==> src/rtl/loteria_emissor_if.sv <==
// Ticket-offer and bet-stream signals between the ticket source, the emissor and the checker.
interface loteria_emissor_if #(
    parameter int DIGITS    = 5,
    parameter int MAX_JOGOS = 5
);
    localparam int JW = $clog2(MAX_JOGOS + 1);

    logic                load;
    logic [4*DIGITS-1:0] ticket;
    logic                ready;
    logic [3:0]          numero;
    logic                insere;
    logic                fim_jogo;
    logic                fim;
    logic [JW-1:0]       jogos;
    logic                erro;

    modport master (
        output load, ticket,
        input  ready, numero, insere, fim_jogo, fim, jogos, erro
    );
    modport slave (
        input  load, ticket,
        output ready, numero, insere, fim_jogo, fim, jogos, erro
    );
endinterface

==> src/rtl/loteria_emissor.sv <==
// Serialises a parallel ticket onto numero/insere, one digit per strobe, then pulses fim_jogo.
// Optional LOTERIA_DIGIT_CHECK_EN: tickets holding a digit above 9 are refused with an erro strobe.
module loteria_emissor #(
    parameter int DIGITS    = 5,
    parameter int GAP       = 1,
    parameter int MAX_JOGOS = 5
) (
    input  logic              clock,
    input  logic              reset,
    loteria_emissor_if.slave  bus
);
    localparam int IDX_W = (DIGITS > 1) ? $clog2(DIGITS) : 1;
    localparam int GAP_W = (GAP > 0) ? $clog2(GAP + 1) : 1;
    localparam int JW    = $clog2(MAX_JOGOS + 1);

    localparam logic [2:0] S_IDLE = 3'd0;
    localparam logic [2:0] S_SEND = 3'd1;
    localparam logic [2:0] S_GAP  = 3'd2;
    localparam logic [2:0] S_END  = 3'd3;
    localparam logic [2:0] S_DONE = 3'd4;

    logic [2:0]          state_q, state_d;
    logic [IDX_W-1:0]    idx_q, idx_d;
    logic [GAP_W-1:0]    gap_q, gap_d;
    logic [JW-1:0]       jogos_q, jogos_d;
    logic [4*DIGITS-1:0] ticket_q, ticket_d;
    logic                erro_q, erro_d;
    logic [3:0]          digit_q [DIGITS];
    logic                ticket_ok;

    generate
        for (genvar gi = 0; gi < DIGITS; gi++) begin : g_digit
            assign digit_q[gi] = ticket_q[4*gi +: 4];
        end
    endgenerate

`ifdef LOTERIA_DIGIT_CHECK_EN
    logic [DIGITS-1:0] digit_bad;
    generate
        for (genvar gi = 0; gi < DIGITS; gi++) begin : g_check
            assign digit_bad[gi] = (bus.ticket[4*gi +: 4] > 4'd9);
        end
    endgenerate
    assign ticket_ok = ~|digit_bad;
`else
    assign ticket_ok = 1'b1;
`endif

    always_comb begin
        state_d  = state_q;
        idx_d    = idx_q;
        gap_d    = gap_q;
        jogos_d  = jogos_q;
        ticket_d = ticket_q;
        erro_d   = 1'b0;
        case (state_q)
            S_IDLE: begin
                if (bus.load) begin
                    if (ticket_ok) begin
                        ticket_d = bus.ticket;
                        idx_d    = '0;
                        state_d  = S_SEND;
                    end else begin
                        erro_d = 1'b1;
                    end
                end
            end
            S_SEND: begin
                if (idx_q == IDX_W'(DIGITS - 1)) begin
                    state_d = S_END;
                end else begin
                    idx_d = idx_q + 1'b1;
                    gap_d = '0;
                    if (GAP > 0) state_d = S_GAP;
                end
            end
            S_GAP: begin
                if (gap_q == GAP_W'(GAP - 1)) begin
                    gap_d   = '0;
                    state_d = S_SEND;
                end else begin
                    gap_d = gap_q + 1'b1;
                end
            end
            S_END: begin
                // Saturating count; DONE is entered on the game that reaches the limit.
                if (jogos_q != JW'(MAX_JOGOS)) jogos_d = jogos_q + 1'b1;
                state_d = (jogos_d == JW'(MAX_JOGOS)) ? S_DONE : S_IDLE;
            end
            S_DONE:  state_d = S_DONE;
            default: state_d = S_IDLE;
        endcase
    end

    always_ff @(posedge clock or posedge reset) begin
        if (reset) begin
            state_q  <= S_IDLE;
            idx_q    <= '0;
            gap_q    <= '0;
            jogos_q  <= '0;
            ticket_q <= '0;
            erro_q   <= 1'b0;
        end else begin
            state_q  <= state_d;
            idx_q    <= idx_d;
            gap_q    <= gap_d;
            jogos_q  <= jogos_d;
            ticket_q <= ticket_d;
            erro_q   <= erro_d;
        end
    end

    assign bus.ready    = (state_q == S_IDLE);
    assign bus.insere   = (state_q == S_SEND);
    assign bus.numero   = (state_q == S_SEND) ? digit_q[idx_q] : 4'h0;
    assign bus.fim_jogo = (state_q == S_END);
    assign bus.fim      = (state_q == S_DONE);
    assign bus.jogos    = jogos_q;
    assign bus.erro     = erro_q;
endmodule

==> src/flat_wrapper.sv <==
// flat-port wrapper written by rule: the top's interface ports become plain ports
module loteria_emissor_flat 
#(
    parameter int DIGITS    = 5,
    parameter int GAP       = 1,
    parameter int MAX_JOGOS = 5
)
  (clock, reset, bus_load, bus_ticket, bus_ready, bus_numero, bus_insere, bus_fim_jogo, bus_fim, bus_jogos, bus_erro);
  loteria_emissor_if #(.DIGITS(DIGITS), .MAX_JOGOS(MAX_JOGOS)) bus_i ();
  input  logic clock;
  input  logic reset;
  input wire logic [$bits(bus_i.load)-1:0] bus_load;
  input wire logic [$bits(bus_i.ticket)-1:0] bus_ticket;
  output wire logic [$bits(bus_i.ready)-1:0] bus_ready;
  output wire logic [$bits(bus_i.numero)-1:0] bus_numero;
  output wire logic [$bits(bus_i.insere)-1:0] bus_insere;
  output wire logic [$bits(bus_i.fim_jogo)-1:0] bus_fim_jogo;
  output wire logic [$bits(bus_i.fim)-1:0] bus_fim;
  output wire logic [$bits(bus_i.jogos)-1:0] bus_jogos;
  output wire logic [$bits(bus_i.erro)-1:0] bus_erro;
  assign bus_i.load = bus_load;
  assign bus_i.ticket = bus_ticket;
  assign bus_ready = bus_i.ready;
  assign bus_numero = bus_i.numero;
  assign bus_insere = bus_i.insere;
  assign bus_fim_jogo = bus_i.fim_jogo;
  assign bus_fim = bus_i.fim;
  assign bus_jogos = bus_i.jogos;
  assign bus_erro = bus_i.erro;
  loteria_emissor #(.DIGITS(DIGITS), .GAP(GAP), .MAX_JOGOS(MAX_JOGOS)) u_core (.clock(clock), .reset(reset), .bus(bus_i));
endmodule
==> config.mk <==
export PLATFORM = sky130hd
export DESIGN_NAME = loteria_emissor_flat
export DESIGN_NICKNAME = d
export VERILOG_FILES = /design/src/rtl/loteria_emissor_if.sv /design/src/rtl/loteria_emissor.sv /design/src/flat_wrapper.sv
export SDC_FILE = /design/constraint.sdc
export NUM_CORES = 1
export LEC_CHECK = 0
export BUFFER_PORTS_ARGS = -buffer_cell sky130_fd_sc_hd__buf_2
export CAP_MARGIN = 30
export CORE_MARGIN = 2
export CORE_UTILIZATION = 40
export DETAILED_ROUTE_END_ITERATION = 16
export GPL_ROUTABILITY_DRIVEN = 0
export PLACE_DENSITY_LB_ADDON = 0.08
export SYNTH_ARGS = -nofsm -noshare
export SYNTH_HDL_FRONTEND = slang
export SYNTH_SLANG_ARGS = --single-unit
==> constraint.sdc <==
create_clock -name clock -period 1.7 [get_ports clock]
set_input_delay 0.17 -clock clock [delete_from_list [all_inputs] [get_ports clock]]
set_output_delay 0.17 -clock clock [all_outputs]
set_load 0.03 [all_outputs]
* Word-level counts from Yosys, hierarchy flattened
Cells that the tools add are included.
** Storage, ports and cells
- Flip-flop bits (word level) :: 30
- Input port bits :: 23
- Output and inout bits :: 12
- Logic and storage cells :: 44
** Cells by class
- $add $sub $neg :: 3
- Magnitude comparators :: 1
- Equal/unequal tests :: 10
- Muxes and demuxes :: 17
- Bitwise operators :: 1
- Reduce and logical (&&, ||, !) cells :: 7
** Operator list (count)
- two-way mux 3 bit :: 7
- one-hot mux 3 bit (5 select lines) :: 1
- binary-select mux 4 bit (select 3 bit) :: 1
- two-way mux 4 bit :: 3
- equality test 3 bit, second input constant :: 3
- adder 3 x 1 -> 3 bit, second input constant :: 2
- equality test 3 x 2 -> 1 bit, second input constant :: 2
- inequality test 2 bit, second input constant :: 3
- one-hot mux 3 bit (2 select lines) :: 1
- AND reduction 2 bit :: 3
- greater-or-equal comparator 4 bit, second input constant :: 1
- NOT 3 -> 4 bit :: 1
- nonzero test 2 bit :: 2
- equality test 3 x 1 -> 1 bit, second input constant :: 1
- zero test 3 bit :: 1
- two-way mux 1 bit :: 3
- inequality test 3 bit, second input constant :: 1
- AND reduction 3 bit :: 1
- one-hot mux 1 bit (2 select lines) :: 1
- adder 1 bit, second input constant :: 1

* Logic depth before layout (Yosys ltp)
Gate-level depths: netlist of the first run.
- Depth in word-level cells :: 6
- Depth in mapped cells :: 5

* Worst setup path after synthesis of the first run
No wires, ideal clock.
- Kind :: flip-flop to output port
- Start point :: register u_core.idx_q[1]
- End point :: output port bus_numero[0]
- Data arrival time :: 1.490 ns
- Data required time :: 1.530 ns
- Path slack :: 0.040 ns
- Cell stages (with the launch flop) :: 5
- Path buffers :: 1
- Cell sequence :: dfrtp_1 -> clkbuf_1 -> nor3b_1 -> nand2_1 -> a21oi_1
** Between the ends
- Longest elaborated chain between the ends :: 5
** RTL lines
- from (decl) :: RTL line loteria_emissor.sv:23 : logic [IDX_W-1:0] idx_q, idx_d;
- from (signal assigned) :: RTL line loteria_emissor.sv:105 : idx_q <= idx_d;
- NOT 3 -> 4 bit (implied by the code) :: RTL line loteria_emissor.sv:115 : assign bus.numero = (state_q == S_SEND) ? digit_q[idx_q] : 4'h0;
- binary-select mux 4 bit (select 3 bit) :: RTL line loteria_emissor.sv:115
- two-way mux 4 bit (implied by the code) (2 in series) :: RTL line loteria_emissor.sv:115
- two-way mux 4 bit :: RTL line loteria_emissor.sv:115
- to (decl) :: RTL line flat_wrapper.sv:15 : output wire logic [$bits(bus_i.numero)-1:0] bus_numero;
No other way between the ends. The select of a mux whose other input is x is not followed.

* Final worst setup path of the first run
Ends and elaborated chain as after synthesis.

==> summary.md, run 1 <==
| Metric | Value |
|---|---|
| Status | `finished with violations` |
| Failing checks | `setup timing` |
| HPWL Detailed | `between 1500 and 2000 um` |
| Die Ht | `between 60 and 70 um` |
| Post-route DRC | `0` |
| Total core area | `~3600 um2` |
| Critical path data required time | `~1.5 ns` |
| Startpoint types | `flop` |
| Reg clk slew, reported paths | `0.06 ns` |
| Crit path to | `bus_numero[0]` |
| Hold Vio Cnt, Final | `0` |
| WL final | `2700 um` |
| First-pass GRT wire length | `between 4000 and 5000 um` |
| Initial core utilization | `roughly two fifths` |
| Crit. End Element | `output pin` |
| Vias in the first global route | `1055` |
| Setup TNS | `-0.0167 ns` |
| Worst R2R Setup Slack | `around 0.15 ns` |
| Fillers | `336` |
| R2r startpoint | `u_core.state_q[1]` |
| Fin crit period | `about 1.7 ns` |
| Setup violations, final | `1` |
| FP Rows | `22` |
| Layout cell share with drive strength beyond 1 | `61.1%` |
| Nets | `between 150 and 200` |
| Avg Cell Area, Syn | `about 13 um2` |
| PwrDens | `just over 2000 nW/um2` |
| Initial antenna violation count | `0` |
| VDD IR-drop max | `between 0.0006 and 0.0007 V` |
| Grt total ovfl | `0` |
| Final critical-path share of the clock period | `101%` |
| Layout area overhead | `31.5%` |
| Reg2Reg Depth | `4` |
| Worst min-delay path class | `in -> reg` |
| Inserted Diodes | `0` |
| Routed vias/inst | `just under 5` |
| Cells after Synth | `about 120` |
| Critical path class | `reg -> out` |
| Gr usage total | `between 10% and 20%` |
| Synthesized cell area | `~1500 um2` |
| Via Count | `slightly above 1k` |
| I/O Buffers | `33` |
| Fin area | `1940 um2` |
| Deepest clock path buffer count | `2` |
| Clock latency on the worst-skew pair | `between 0.2 and 0.3 ns` |
| DR WL/cell | `12.9 um` |
| H-tree depth | `2` |
| Pleak | `~0.9 nW` |
| Final core utilization | `53.8%` |
| R2r endpoint | `u_core.ticket_q[19]` |
| Worst Clk Skew | `0.00597 ns` |
| Warnings from Yosys | `0` |
| CTS tree | `built` |
| Storage element area | `728 um2` |
| Largest net degree at the start of global routing | `30` |
| # IOs | `35` |
| Sequential-to-total area share from yosys stat | `49.2%` |
| Area of the die | `approximately 4200 um2` |
| CTS sink cnt | `29` |
| Pwr Total | `between 3 and 4 mW` |
| Number of detailed-route iterations in the first pass | `4` |
| Netlist cell types | `31` |
| Max-cap viol count | `0` |
| Synthesized net count | `~140` |
| Fmax | `583 MHz` |
| Dpl cell area | `1720 um2` |
| Pre-CTS WS | `approximately 0.10 ns` |
| CTS root buffer | `clkbuf_8` |
| Max-slew violation count | `0` |
| WP data arrival | `about 1.6 ns` |
| Num CTS Buffers | `5` |
| Seq cells post-synth | `29` |
| Area of the multi-input gates | `between 700 and 800 um2` |
| Die Width | `64.7 um` |
| RSZ-0062 raised after global routing | `yes` |
| Post-route ant nets | `0` |
| CP max FO | `5` |
| Final worst-path setup slack | `-0.0167 ns` |
| Crit path from | `u_core.idx_q[1]` |
| Initial DRC count | `32` |
-- kinds of logic (layout without fill, tap and decap cells) --
group	Yosys count	in the layout	share of synthesized area, %
fa+ha+maj	4	4	3.39
other cells	1	1	0.254
compound gates	15	15	7.21
xor+xnor	2	2	1.19
buf+inv	13	59	4.58
flops	29	29	49.2
mux	30	30	23.6
simple gates	22	22	10.6
-- per-layer routing --
metal | routed length, um | up-vias | share of wire (%) | track usage [%]
li1 | - | 500 | - | -
met1 | 1220 | 502 | 45 | 18.5
met2 | 1320 | 20 | 49 | 23.7
met3 | 124 | 2 | 4.6 | 5.73
met4 | 30 | 0 | 1.1 | 5.59
met5 | 0 | - | 0 | 0
-- worst min-delay path by stage --
stage                                      to  slack [ns]  cells past startpoint      startpoint
after floorplan           u_core.bus.jogos[0]        0.25                      1           reset
after global placement    u_core.bus.jogos[0]        0.26                      3           reset
after detailed placement   u_core.ticket_q[6]        0.26                      3           reset
after CTS                 u_core.ticket_q[15]        0.12                      2  bus_ticket[15]
after global routing       u_core.ticket_q[9]        0.12                      2   bus_ticket[9]
final                     u_core.ticket_q[16]        0.13                      2  bus_ticket[16]
-- Yosys cell counts --
master / instances / area share (%)
mux2i_1: 1 / 0.68
dfrtp_1: 29 / 49
nor4b_2: 1 / 1.0
nand4bb_1: 1 / 0.76
a31o_2: 1 / 0.59
ha_1: 4 / 3.4
nand4b_1: 1 / 0.59
and3b_2: 1 / 0.68
nor3b_1: 2 / 1.0
o21bai_1: 1 / 0.51
nor2_1: 4 / 1.0
clkbuf_1: 2 / 0.51
mux4_2: 1 / 1.5
nand3b_1: 1 / 0.51
mux2_2: 28 / 21
conb_1: 1 / 0.25
o211ai_1: 1 / 0.51
nor4b_4: 1 / 1.6
or3b_1: 1 / 0.59
xor2_1: 1 / 0.59
a22oi_1: 4 / 2.0
a21oi_4: 1 / 1.1
nor2b_1: 2 / 0.85
nand2_1: 5 / 1.3
nor3_1: 2 / 0.68
buf_6: 1 / 0.76
xnor2_1: 1 / 0.59
inv_1: 7 / 1.8
buf_4: 3 / 1.5
a31oi_1: 1 / 0.42
a21oi_1: 6 / 2.0
-- layout by cell type, fill, tap and decap left out, types with 3 or more instances in the layout --
| cell type | count |
|---|---|
| a21oi_1 | 3 |
| a21oi_2 | 3 |
| a22oi_2 | 4 |
| buf_2 | 29 |
| buf_4 | 7 |
| buf_6 | 6 |
| clkbuf_8 | 7 |
| dfrtp_1 | 27 |
| ha_1 | 4 |
| inv_1 | 7 |
| mux2_2 | 28 |
| nand2_1 | 3 |
| nor2_1 | 4 |
-- metrics by stage --
| step | hold slack, ns | cells |
|---|---|---|
| CTS | 0.125 | 210 |
| global route | 0.121 | 210 |
| global placement | 0.258 | 198 |
| detailed placement | 0.262 | 198 |
| floorplan | 0.248 | 116 |
| finish | 0.129 | 210 |
-- layout make-up --
type	count	area share [%]
inverters	7	1.35
flip-flops and latches	29	37.5
well taps	48	3.10
repair buffers	44	15.2
clock buffers	7	4.97
multi-input cells	74	37.5
clock inverters	1	0.258
-- repair_timing --
action                                  4_1_cts  5_1_grt
hold endpoints to repair                     29        0
pin swaps                                     3        6
endpoints found under the setup margin        5        4
buffers inserted                              3        0
hold buffers                                  1        0
gates resized for setup                      16       10
-- state kept, by name, summed over array words and instances, names as in the netlist --
signal,count
u_core.ticket_q,20
u_core.idx_q,3
u_core.state_q,3
u_core.bus.jogos,3
-- where the power goes --
part | total, mW | internal, mW | switching (mW)
clock network | 0.608 | 0.365 | 0.243
logic | 2.05 | 1.05 | 1.00
registers | 1.25 | 1.04 | 0.214
-- worst max-delay path: stages (launching register included) --
cell and delay [ns]:
dfrtp_2 0.42, buf_6 0.13, nor3b_2 0.17, buf_4 0.16, nand2_1 0.08, a21oi_2 0.16, buf_6 0.15
No activity file was read; power rests on OpenSTA's default activity.
==> run 2, diff against run 1 <==
ABC_AREA = 1   (was default)
==> run 2 against run 1 <==
  * The flow now finishes without violations
  * Flip-flop and latch count stayed put
  * Largest power group unchanged
  * First-iteration DRC count grew 3.1%
  * Routed wire length up 19%
  * Non-clock buffer count shrank 1
  * Setup slack better by 0.098 ns
  * Critical endpoint is now bus_numero[1]
==> summary.md, run 2 <==
| Metric | Value |
|---|---|
| Vias in the first global route | `1297 (+23%)` |
| Max-cap viol count | `0 (unchanged)` |
| Final critical-path share of the clock period | `95.2% (-5.7 points)` |
| Netlist cell types | `26 (-16%)` |
| Nets | `265 (+41%)` |
| Seq cells post-synth | `29 (unchanged)` |
| Dpl cell area | `1740 um2 (+0.94%)` |
| Synthesized cell area | `1530 um2 (+3.8%)` |
| Pre-CTS WS | `0.262 ns (+0.157 ns)` |
| Layout cell share with drive strength beyond 1 | `30.1% (-31 points)` |
| Max reg flops | `20 (unchanged)` |
| Reg clk slew, reported paths | `0.07 ns (about the same)` |
| Async SR Flop Fraction | `100% (unchanged)` |
| Status | `finished, final reports clean` |
| Hold WS | `0.0902 ns (-0.0391 ns)` |
| Fillers | `369 (+9.8%)` |
| Area of the die | `4340 um2 (+3.6%)` |
| I/O Buffers | `33 (unchanged)` |
| Gr usage total | `16.7% (+1.7 points)` |
| Top cells by area, synth | `dfrtp_1, nand2_1, inv_1` |
| WP data arrival | `1.45 ns (-0.10 ns)` |
| CTS root buffer | `clkbuf_8` |
| Warnings from Yosys | `0 (unchanged)` |
| Grt total ovfl | `0 (unchanged)` |
| Die Width | `65.9 um (+1.8%)` |
| DR WL/cell | `11.2 um (-13%)` |
| Sequential-to-total area share from yosys stat | `47.4% (-1.8 points)` |
| Pleak | `1.05 nW (+19%)` |
| Initial DRC count | `33 (+3.1%)` |
| Clock latency on the worst-skew pair | `0.28 ns (about the same)` |
| Setup violations, final | `0 (-1)` |
| Fin area | `1950 um2 (+0.77%)` |
| Post-route DRC | `0 (unchanged)` |
| CP max FO | `10 (+5)` |
| Max-slew violation count | `0 (unchanged)` |
| Total core area | `3660 um2 (+1.5%)` |
| Most frequent cell after synthesis | `nand2_1` |
| Initial core utilization | `41.8% (+0.92 points)` |
| Critical path class | `reg -> out` |
| HPWL Detailed | `2420 um (+23%)` |
| Routed vias/inst | `4.69 (-3.9%)` |
| CTS sink cnt | `29 (unchanged)` |
| Commonest cells post-synth | `nand2_1, dfrtp_1, inv_1, nand3_1, o21ai_0` |
| Number of detailed-route iterations in the first pass | `4 (unchanged)` |
| Fmax | `618 MHz (+6.0%)` |
| RSZ-0062 raised after global routing | `yes` |
| Biggest register | `u_core.ticket_q` |
| Synth top area share | `47.4% (-1.8 points)` |
| Die Ht | `65.9 um (+1.8%)` |
| Final core utilization | `53.4% (-0.40 points)` |
| Avg Cell Area, Syn | `7.94 um2 (-38%)` |
| Final worst-path setup slack | `0.0809 ns (+0.0975 ns)` |
| H-tree depth | `2 (unchanged)` |
| Initial antenna violation count | `0 (unchanged)` |
| Synthesized net count | `220 (+54%)` |
| Hold Vio Cnt, Final | `0 (unchanged)` |
| VDD IR-drop max | `0.000937 V (+35%)` |
| Post-synth EDFFs | `0 (unchanged)` |
| WL final | `3220 um (+19%)` |
| First-pass GRT wire length | `5440 um (+14%)` |
| Inserted Diodes | `0 (unchanged)` |
| Largest net degree at the start of global routing | `30 (unchanged)` |
| Post-route ant nets | `0 (unchanged)` |
| Commonest non-fill, non-tap cell in the layout | `nand2_1` |
| Post-synth top area cell | `dfrtp_1` |
| PwrDens | `2070 nW/um2 (+2.7%)` |
| CTS tree | `built` |
| Via Count | `1345 (+31%)` |
| FP Rows | `22 (unchanged)` |
| Cells after Synth | `193 (+66%)` |
| Crit. End Element | `output pin` |
| Layout area overhead | `27.6%` |
| Deepest clock path buffer count | `2 (unchanged)` |
| Worst Clk Skew | `0.00723 ns (+0.00126 ns)` |
| Worst min-delay path class | `in -> reg` |
| Critical path data required time | `1.53 ns (about the same)` |
| Post-synth top flop | `dfrtp_1` |
| Most frequent cells in the layout | `nand2_1, buf_2, dfrtp_1, inv_1, nand3_1` |
| Startpoint types | `flop` |
| # IOs | `35 (unchanged)` |
| Num CTS Buffers | `5 (unchanged)` |
| Fin crit period | `1.62 ns (-0.0975 ns)` |
==> run 2: cell count changes in the layout (fill, tap and decap cells not counted), moves of 7 or more <==
cell	previous run	this run
inv_1	7	24
mux2_2	28	0
nand2_1	3	73
nand3_1	0	13
o21ai_0	0	9
o21ai_2	0	7
==> run 2: cell type report <==
type                       count  area, um2  share of cell area, %
clock inverter                 2       37.5                   1.92
multi-input combinational    131        674                   34.5
inverter                      28        108                   5.51
tap                           48       60.1                   3.07
timing repair buffer          43        264                   13.5
sequential                    29        728                   37.3
clock buffer                   6       82.6                   4.23
==> run 2: cell families after synthesis <==
family          count (synthesis)  synth area share [%]
flops                          29                  47.4
other cells                     1                 0.245
fa+ha+maj                       4                  3.27
compound gates                 27                  11.0
buf+inv                        33                  9.88
xor+xnor                        2                  1.14
simple gates                   97                  27.0
==> run 2: routing by layer <==
layer / wire, um / track usage [%] / vias to the layer above
met5: 0 / 0 / -
met4: 40 / 4.69 / 0
met3: 164 / 5.79 / 6
met2: 1590 / 29.3 / 21
met1: 1420 / 19.1 / 630
li1: - / - / 688
==> run 2: stage by stage <==
step	setup TNS [ns]	power, mW	instances
6_report	0	4.05	287
5_1_grt	-0.00339	4.41	287
4_1_cts	0	3.90	282
3_5_place_dp	0	3.11	273
3_3_place_gp	0	3.05	273
2_1_floorplan	0	2.66	193
==> run 2: path summary, 6_finish.rpt <==
path | startpoint | end | slack [ns] | cells past startpoint
max | u_core.idx_q[0] | bus_numero[1] | 0.08 | 7
min | bus_ticket[15] | u_core.ticket_q[15] | 0.09 | 3
max reg2reg | u_core.state_q[1] | u_core.ticket_q[3] | 0.32 | 5
min reg2reg | u_core.ticket_q[19] | u_core.ticket_q[19] | 0.47 | 2
max in group asynchronous | reset | u_core.idx_q[1] | 0.91 | 4
min in group asynchronous | reset | u_core.bus.jogos[0] | 0.50 | 4
==> run 2: power breakdown <==
part	switching (mW)	internal (mW)	leakage, nW
sequential	0.208	1.02	0.356
clock	0.264	0.476	0.0574
combinational	1.31	0.775	0.634
==> run 2: critical path, cell delays in order, from the launching register on <==
cell and delay (ns):
dfrtp_1 0.43, buf_6 0.17, nand2_1 0.08, nand3_1 0.07, nand2_1 0.06, nand2_1 0.06, a21oi_2 0.16, buf_6 0.15
==> run 2: what timing repair did <==
item / CTS / global route
hold buffers: 1 / 0
gates resized for setup: 4 / 16
hold endpoints to repair: 29 / 0
pin swaps: 0 / 5
setup endpoints to repair: 4 / 4
setup buffers: 0 / 5
==> run 3, diff against run 2 <==
CELL_PAD_IN_SITES_DETAIL_PLACEMENT = 1   (was default)
CELL_PAD_IN_SITES_GLOBAL_PLACEMENT = 1   (was default)
CORE_UTILIZATION = 38   (was 40)
PLACE_DENSITY_LB_ADDON = 0.1   (was 0.08)
==> run 3 against run 2 <==
  * Sequential power about the same
  * Flip-flop and latch count unchanged
  * Routed wire length up 16%
  * Final cell count unchanged
  * Sequential share of layout area up 0.17 points
  * Non-clock buffer count down 2
  * Setup slack worse by 0.028 ns
  * Critical path type unchanged
  * Largest cell class unchanged
==> summary.md, run 3 (synthesis results as in run 2) <==
| Metric | Value |
|---|---|
| R2r endpoint | `u_core.idx_q[2]` |
| Crit path to | `bus_numero[3]` |
| Layout area overhead | `27.0%` |
| Die Width | `67.5 um (+2.4%)` |
| Num CTS Buffers | `5 (unchanged)` |
| Flop pwr share | `30.4% (about the same)` |
| Net Sw Frac | `46.0% (+2.1 points)` |
| Worst Clk Skew | `0.00244 ns (-0.00479 ns)` |
| Worst min-delay path class | `in -> reg` |
| HPWL Detailed | `2720 um (+12%)` |
| Critical path data required time | `1.53 ns (about the same)` |
| First-pass GRT wire length | `6090 um (+12%)` |
| R2r startpoint | `u_core.state_q[2]` |
| Reg2Reg Depth | `7 (+2)` |
| Initial core utilization | `38.8% (-3.0 points)` |
| RSZ-0062 raised after global routing | `yes` |
| Vias in the first global route | `1356 (+4.5%)` |
| Initial antenna violation count | `0 (unchanged)` |
| Routed vias/inst | `4.70 (+0.30%)` |
| Die Ht | `67.5 um (+2.4%)` |
| Logic pwr share | `53.8% (+2.4 points)` |
| Nets | `263 (-0.75%)` |
| CTS sink cnt | `29 (unchanged)` |
| Deepest clock path buffer count | `2 (unchanged)` |
| # IOs | `35 (unchanged)` |
| Commonest non-fill, non-tap cell in the layout | `nand2_1` |
| Max-slew violation count | `0 (unchanged)` |
| Net Sw Power | `1.86 mW (+4.4%)` |
| I/O Buffers | `33 (unchanged)` |
| Pwr Total | `4.04 mW (-0.32%)` |
| Area of the multi-input gates | `677 um2 (+0.37%)` |
| Hold Vio Cnt, Final | `0 (unchanged)` |
| Clock power frac | `15.8% (-2.4 points)` |
| Startpoint types | `flop` |
| Layout cell share with drive strength beyond 1 | `30.0% (-0.17 points)` |
| Initial DRC count | `50 (+52%)` |
| Cell Int Power | `2.18 mW (-4.0%)` |
| Crit path from | `u_core.idx_q[0]` |
| FP Rows | `23 (+4.5%)` |
| Worst R2R Setup Slack | `0.21 ns (-0.11 ns)` |
| Largest net degree at the start of global routing | `30 (unchanged)` |
| Fmax | `607 MHz (-1.7%)` |
| WP data arrival | `1.48 ns (+0.03 ns)` |
| Dpl cell area | `1750 um2 (+0.43%)` |
| CP max FO | `6 (-4)` |
| Critical path cell sequence | `buf_6 -> nand2_1 -> nand3_1 -> nand2_1 -> nand2_1 -> a21oi_2 -> buf_6` |
| Storage element area | `728 um2 (unchanged)` |
| Post-route DRC | `0 (unchanged)` |
| CP most frequent cell | `nand2_1` |
| Biggest register | `u_core.ticket_q` |
| Grt total ovfl | `0 (unchanged)` |
| Fillers | `496 (+34%)` |
| Crit-path max cell delay | `0.44 ns (about the same)` |
| Fin crit period | `1.65 ns (+0.0279 ns)` |
| Total core area | `3940 um2 (+7.7%)` |
| Status | `finished, final reports clean` |
| Max reg flops | `20 (unchanged)` |
| CP max-delay cell | `dfrtp_2` |
| Fin area | `1950 um2 (-0.45%)` |
| Crit. End Element | `output pin` |
| Number of detailed-route iterations in the first pass | `4 (unchanged)` |
| DR WL/cell | `13.0 um (+16%)` |
| Via Count | `1349 (+0.30%)` |
| VDD IR-drop max | `0.000886 V (-5.4%)` |
| Final critical-path share of the clock period | `96.9% (+1.6 points)` |
| Max-cap viol count | `0 (unchanged)` |
| Area of the die | `4550 um2 (+4.9%)` |
| Most frequent cells in the layout | `nand2_1, buf_2, dfrtp_1, inv_1, nand3_1` |
| Inserted Diodes | `0 (unchanged)` |
| Post-route ant nets | `0 (unchanged)` |
| Gr usage total | `18.4% (+1.7 points)` |
| PwrDens | `2080 nW/um2 (+0.13%)` |
| CTS root buffer | `clkbuf_8` |
| H-tree depth | `2 (unchanged)` |
| Pleak | `1.04 nW (-0.75%)` |
| Reg clk slew, reported paths | `0.06 ns (about the same)` |
| Hold WS | `0.0840 ns (-0.00615 ns)` |
| Critical path class | `reg -> out` |
| Clock latency on the worst-skew pair | `0.29 ns (about the same)` |
| Setup violations, final | `0 (unchanged)` |
| CTS tree | `built` |
| WL final | `3740 um (+16%)` |
==> run 3: cell count changes in the layout (fill, tap and decap cells not counted), sizes merged <==
cell	delta
clkinvlp	-1
clkinv	+1
buf	-2
clkbuf	+1
bufinv	-1
==> run 3: stage by stage <==
step | cells | util (%) | TNS (ns) | setup slack, ns
floorplan | 193 | - | 0 | 0.0577
global placement | 274 | 44.3 | 0 | 0.257
detailed placement | 274 | 44.3 | 0 | 0.250
CTS | 284 | 47.7 | 0 | 0.00607
global route | 287 | 49.3 | -0.113 | -0.0469
finish | 287 | 49.3 | 0 | 0.0530
==> run 3: cell type report <==
| type | count | area share (%) |
|---|---|---|
| clock inverter | 1 | 0.257 |
| sequential | 29 | 37.4 |
| multi-input combinational | 131 | 34.8 |
| tap | 50 | 3.22 |
| inverter | 28 | 5.53 |
| timing repair buffer | 41 | 13.8 |
| clock buffer | 7 | 4.95 |
==> run 3: timing repair <==
action | 4_1_cts | 5_1_grt
pin swaps | 1 | 2
resized for setup | 6 | 18
gates cloned | 0 | 1
setup buffers | 1 | 2
setup endpoints to repair | 4 | 4
hold buffers | 1 | 0
endpoints found under the hold margin | 29 | 0
==> run 3: worst min path at each step <==
stage	from	endpoint	cells past startpoint
3_3_place_gp	reset	u_core.ticket_q[13]	3
4_1_cts	bus_ticket[16]	u_core.ticket_q[16]	3
6_report	bus_ticket[16]	u_core.ticket_q[16]	3
2_1_floorplan	reset	u_core.bus.jogos[0]	1
5_1_grt	bus_ticket[16]	u_core.ticket_q[16]	3
3_5_place_dp	reset	u_core.ticket_q[15]	3
==> run 3: power groups by stage <==
| stage | Sequential [mW] | Combinational (mW) | Clock (mW) |
|---|---|---|---|
| after floorplan | 1.24 | 1.42 | 0 |
| after global placement | 1.21 | 1.87 | 0 |
| after detailed placement | 1.22 | 1.94 | 0 |
| after CTS | 1.21 | 2.02 | 0.655 |
| after global routing | 1.27 | 2.45 | 0.690 |
| final | 1.23 | 2.17 | 0.637 |
==> run 3: critical path: cells and delay by family, from the launching register on <==
family / cells / cell delay, ns
flops: 1 / 0.44
compound gates: 1 / 0.13
buf+inv: 2 / 0.30
simple gates: 4 / 0.32
==> run 3: layer usage <==
metal,vias to the layer above,wire length (um),GRT usage (%),share of wire (%)
met3,9,106,4.00,2.8
met4,0,92,10.2,2.5
met2,22,1880,30.5,50
li1,684,-,-,-
met1,634,1660,22.0,44
met5,-,0,0,0
